**config.mk**
```make
export PLATFORM = sky130hd
export DESIGN_NAME = cs_serial_ctrl
export DESIGN_NICKNAME = d
export VERILOG_FILES = /design/src/rtl/cs_serial_ctrl.sv
export SDC_FILE = /design/constraint.sdc
export NUM_CORES = 1
export LEC_CHECK = 0
export ABC_AREA = 0
export CORE_MARGIN = 2
export CORE_UTILIZATION = 57
export DETAILED_ROUTE_END_ITERATION = 6
export PLACE_DENSITY = 0.77
export SYNTH_ARGS = -nofsm -noshare
export SYNTH_HDL_FRONTEND = slang
export SYNTH_SLANG_ARGS = --single-unit
export TNS_END_PERCENT = 5
```
**constraint.sdc**
```tcl
create_clock -name clk -period 7.6 [get_ports clk]
set_clock_uncertainty 0.05 [all_clocks]
set_input_delay 1.52 -clock clk [delete_from_list [all_inputs] [get_ports clk]]
set_output_delay 1.52 -clock clk [all_outputs]
set_load 0.01 [all_outputs]
```
**src/rtl/cs_serial_ctrl.sv**
```systemverilog
// cs_serial_ctrl: 9-sample window sequencer computing Y = (sum + 9*appr) >> 3 with one shared adder and one comparator
module cs_serial_ctrl (
  input  logic       clk,
  input  logic       reset,
  input  logic [7:0] X,
  input  logic       x_valid,
  output logic       x_ready,
  output logic [9:0] Y,
  output logic       y_valid
);
  typedef enum logic [1:0] {IDLE, SUM, SCAN, OUT} state_t;
  state_t      state_q;
  logic [7:0]  win_q [0:8];
  logic [3:0]  wptr_q, fill_q, idx_q;
  logic [11:0] acc_q, acc_d;
  logic [7:0]  avg_q, appr_q, cur_w, avg_w;
  logic [12:0] y_w;
  assign x_ready = state_q == IDLE;
  assign cur_w   = win_q[idx_q];
  assign acc_d   = acc_q + {4'd0, cur_w};
  assign avg_w   = 8'(acc_d / 12'd9);
  assign y_w     = {1'b0, acc_q} + 13'd9 * {5'd0, appr_q};
  // FSM: accept into circular window, then serial SUM and SCAN passes, then register result
  always_ff @(posedge clk) begin
    if (reset) begin
      state_q <= IDLE;
      for (int i = 0; i < 9; i++) win_q[i] <= '0;
      wptr_q  <= '0;
      fill_q  <= '0;
      idx_q   <= '0;
      acc_q   <= '0;
      avg_q   <= '0;
      appr_q  <= '0;
      Y       <= '0;
      y_valid <= 1'b0;
    end else begin
      y_valid <= 1'b0;
      case (state_q)
        IDLE: if (x_valid) begin
          win_q[wptr_q] <= X;
          wptr_q <= wptr_q == 4'd8 ? 4'd0 : wptr_q + 4'd1;
          fill_q <= fill_q == 4'd9 ? 4'd9 : fill_q + 4'd1;
          if (fill_q >= 4'd8) begin
            acc_q   <= '0;
            idx_q   <= '0;
            state_q <= SUM;
          end
        end
        SUM: begin
          acc_q <= acc_d;
          idx_q <= idx_q + 4'd1;
          if (idx_q == 4'd8) begin
            avg_q   <= avg_w;
            appr_q  <= '0;
            idx_q   <= '0;
            state_q <= SCAN;
          end
        end
        SCAN: begin
          if (cur_w <= avg_q && cur_w > appr_q) appr_q <= cur_w;
          idx_q <= idx_q + 4'd1;
          if (idx_q == 4'd8) begin
            idx_q   <= '0;
            state_q <= OUT;
          end
        end
        OUT: begin
          Y       <= 10'(y_w >> 3);
          y_valid <= 1'b1;
          state_q <= IDLE;
        end
        default: state_q <= IDLE;
      endcase
    end
  end
endmodule

```
==> run_results.csv <==
group,metric,value,unit
clocking,clock-sinks,185,
critical_path,endpoint_kind,"flop",
global_routing,grtUsageTotal,0.2579,
min_path,hp-class,"reg -> reg",
global_routing,first_global_vias,7341,
critical_path,arrival,7.72,ns
sta,tns,0,ns
sta,slew_headroom,0.1969,
critical_path,startpoint_type,"flop",
final_layout,layoutNonFillerInstCount,1262,
die,die_y,142.2,µm
synth,synthAdderAreaFrac,0.07643,
global_routing,grt_use_met1,0.3280,
synth,yosys-top-cells-area,"edfxtp_1, dfxtp_1, mux4_2",
place,globalplace.congestion,0.9098,
synth,yosysMostFrequentCell,"edfxtp_1",
synth,syn_area,0.01089,mm²
sta,finalCriticalPeriod,7.442,ns
power,ir_worst_vdd,0.1645,mV
clocking,clockRootBuffer,"clkbuf_16",
critical_path,crit_required,7.88,ns
synth,synth-simple-area-share,0.1558,
final_layout,diodes,0,
synth,ys_warn_count,0,
critical_path,slowest_stage,"mux4_2",
synth,synth_xor_area_frac,0.03149,
global_routing,met2_usage,0.4490,
synth,synth_compound_area_frac,0.1407,
die,fp.dieW,142.2,µm
global_routing,grt-ovfl-total,0,
global_routing,grt_pass1_wl,39.74,mm
route,wl_per_cell,20.75,µm
synth,syn-num-nets,1038,
route,vias,7873,
route,drtAntennaViolNets,0,
synth,synthMuxAreaShare,0.09861,
clocking,clkLatencyLatePin,0.44,ns
clocking,htree_levels,4,
critical_path,worstSetupPathType,"reg -> reg",
place,dp.cells,1218,
global_routing,grt_use_met3,0.03129,
route,drtIter0Drc,572,
final_layout,area_growth,14.25,%
die,num_rows,50,
die,dieArea,0.02022,mm²
global_routing,antenna_found_initial,0,
place,dp_hpwl,17.71,mm
final_layout,fin_area,0.01244,mm²
route,drc,0,
flow_run,drv_cap,0,
synth,syn_inst,965,
sta,max_slew.worst_pin.slew,1.196,ns
place,port_buffers,22,
power,leakage,4.561,nW
sta,fmax,134.4,MHz
global_routing,grt_max_degree,61,
power,p_total,0.002606,W
die,start_util,0.5820,
clocking,numCtsBuffers,17,
clocking,clockBufferDepth,2,
synth,synth.yosys.seq_area_share,0.4579,
synth,yosys-top-cells-count,"edfxtp_1, nor2_1, and2_1",
place,dpl_cell_area,0.01148,mm²
route,post_drt_via_cell_ratio,6.239,
final_layout,fillers,1383,
route,firstDrtPassIters,5,
clocking,cts_tree,"built",
sta,hold_violations,0,
run_status,outcome,"completed",
global_routing,top_usage_layer,"met2",
die,core,0.01871,mm²
sta,period_share,0.9793,
final_layout,nets,1088,
synth,synth_top_family_by_area,"simple AND/OR/NAND/NOR gates",
synth,synth.largest_area_cell,"edfxtp_1",
final_layout,drive_gt1_frac,0.2014,
sta,setup-violations-final,0,
synth,yosys.area.top_type_share,0.3531,
sta,finalMaxSlewViolations,0,
synth,synth-async-reset-ratio,0,
power,powerDensity,209.5,mW/mm²
synth,synth_seq_cells,185,
synth,avgSynthCellArea,11.28,µm²
critical_path,slowest_delay,0.59,ns
clocking,clkSlewWorstSetupHoldPaths,0.08,ns
synth,synth-edff-count,128,
synth,synthFlopType,"edfxtp_1",
synth,synth_cell_types,91,
route,wirelength,26.19,mm
critical_path,crit_fanout,8,
die,ios,23,
## worst max-delay path, delay by kind of cell (launching register included)
family	cells	cell delay (ns)
AO/OA/AOI/OAI	10	2.41
AND/OR/NAND/NOR	8	1.57
multiplexers	2	1.15
adder cells (fa/ha/maj)	3	0.91
flip-flops	1	0.45
XOR/XNOR	3	0.40
buffers and inverters	2	0.37
## per-layer routing
layer / vias up / wire (µm)
li1: 3689 / -
met1: 3859 / 10470
met2: 279 / 13780
met3: 46 / 1190
met4: 0 / 759
met5: - / 0
## cells by family after synthesis
kind of cell | after synthesis
adder cells (fa/ha/maj) | 63
flip-flops | 185
AO/OA/AOI/OAI | 203
buffers and inverters | 93
multiplexers | 57
AND/OR/NAND/NOR | 327
XOR/XNOR | 37
## worst paths after layout
check                                to  slack (ns)         startpoint  cells past startpoint
setup reg to reg  avg_q[0]$_SDFFE_PP0P_        0.16               flop                     28
hold reg to reg       Y[2]$_SDFFE_PP0P_        0.45  Y[2]$_SDFFE_PP0P_                      2
hold / removal        Y[2]$_SDFFE_PP0P_        0.45  Y[2]$_SDFFE_PP0P_                      2
setup / recovery  avg_q[0]$_SDFFE_PP0P_        0.16               flop                     28
## cell type report
cell class	instances	area, µm²	area share
tap	234	292.8	0.02354
multi-input combinational	688	5739	0.4614
timing repair buffer	70	655.6	0.05271
clock buffer	17	425.4	0.03420
inverter	53	198.9	0.01599
sequential	185	4989	0.4011
clock inverter	15	137.6	0.01107
## flip-flops by register name, summed over array words and instances, names as in the netlist, named ones only
name and flops:
state_q 2, win_q 128, Y 10, idx_q 4
y_valid 1, wptr_q 4, appr_q 8, avg_q 8
acc_q 12, fill_q 4
## placed cells by master, fill, tap and decap left out, types with 5 or more instances in the layout
cell type        count
and2_1              79
xnor2_1             26
buf_4               41
nor2b_1             12
clkbuf_16           19
nand4_1             10
dfxtp_1             56
a22oi_1             11
inv_6                5
nor3_1              16
o211ai_1             9
clkdlybuf4s50_1     21
xor2_1              10
ha_4                 7
o21a_1               5
nand2b_1             8
or2_2               10
ha_1                48
nor2_2               6
a21oi_1             37
a31oi_1              9
a21o_1               7
mux2i_1             14
nand2_1             41
fa_1                 6
nor2_1             101
inv_1               53
nand3_1             19
o21ai_0             26
edfxtp_1           128
a211oi_1            10
mux4_2              40
## per-stage QoR
| step | worst slack (ns) | hold WS [ns] | utilization |
|---|---|---|---|
| after floorplan | 0.0003473 | 0.4192 | - |
| after global placement | 0.03033 | 0.4244 | 0.6140 |
| after detailed placement | -0.08496 | 0.4324 | 0.6140 |
| after CTS | 0.02410 | 0.4515 | 0.6448 |
| after global routing | -0.1560 | 0.4748 | 0.6650 |
| final | 0.1577 | 0.4470 | 0.6650 |
## power by group
part           total [W]  internal [W]  switching [W]
Clock           0.000854      0.000458       0.000397
Sequential       0.00113       0.00111      0.0000201
Combinational   0.000619      0.000256       0.000363
Total            0.00261       0.00183       0.000780
## timing repair
| item | 4_1_cts | 5_1_grt |
|---|---|---|
| hold buffers | 0 | 0 |
| pin swaps | 0 | 13 |
| buffers inserted | 0 | 9 |
| resized for setup | 4 | 45 |
| setup endpoints to repair | 1 | 2 |
| cloned | 0 | 3 |
(Power assumes the default switching activity.)
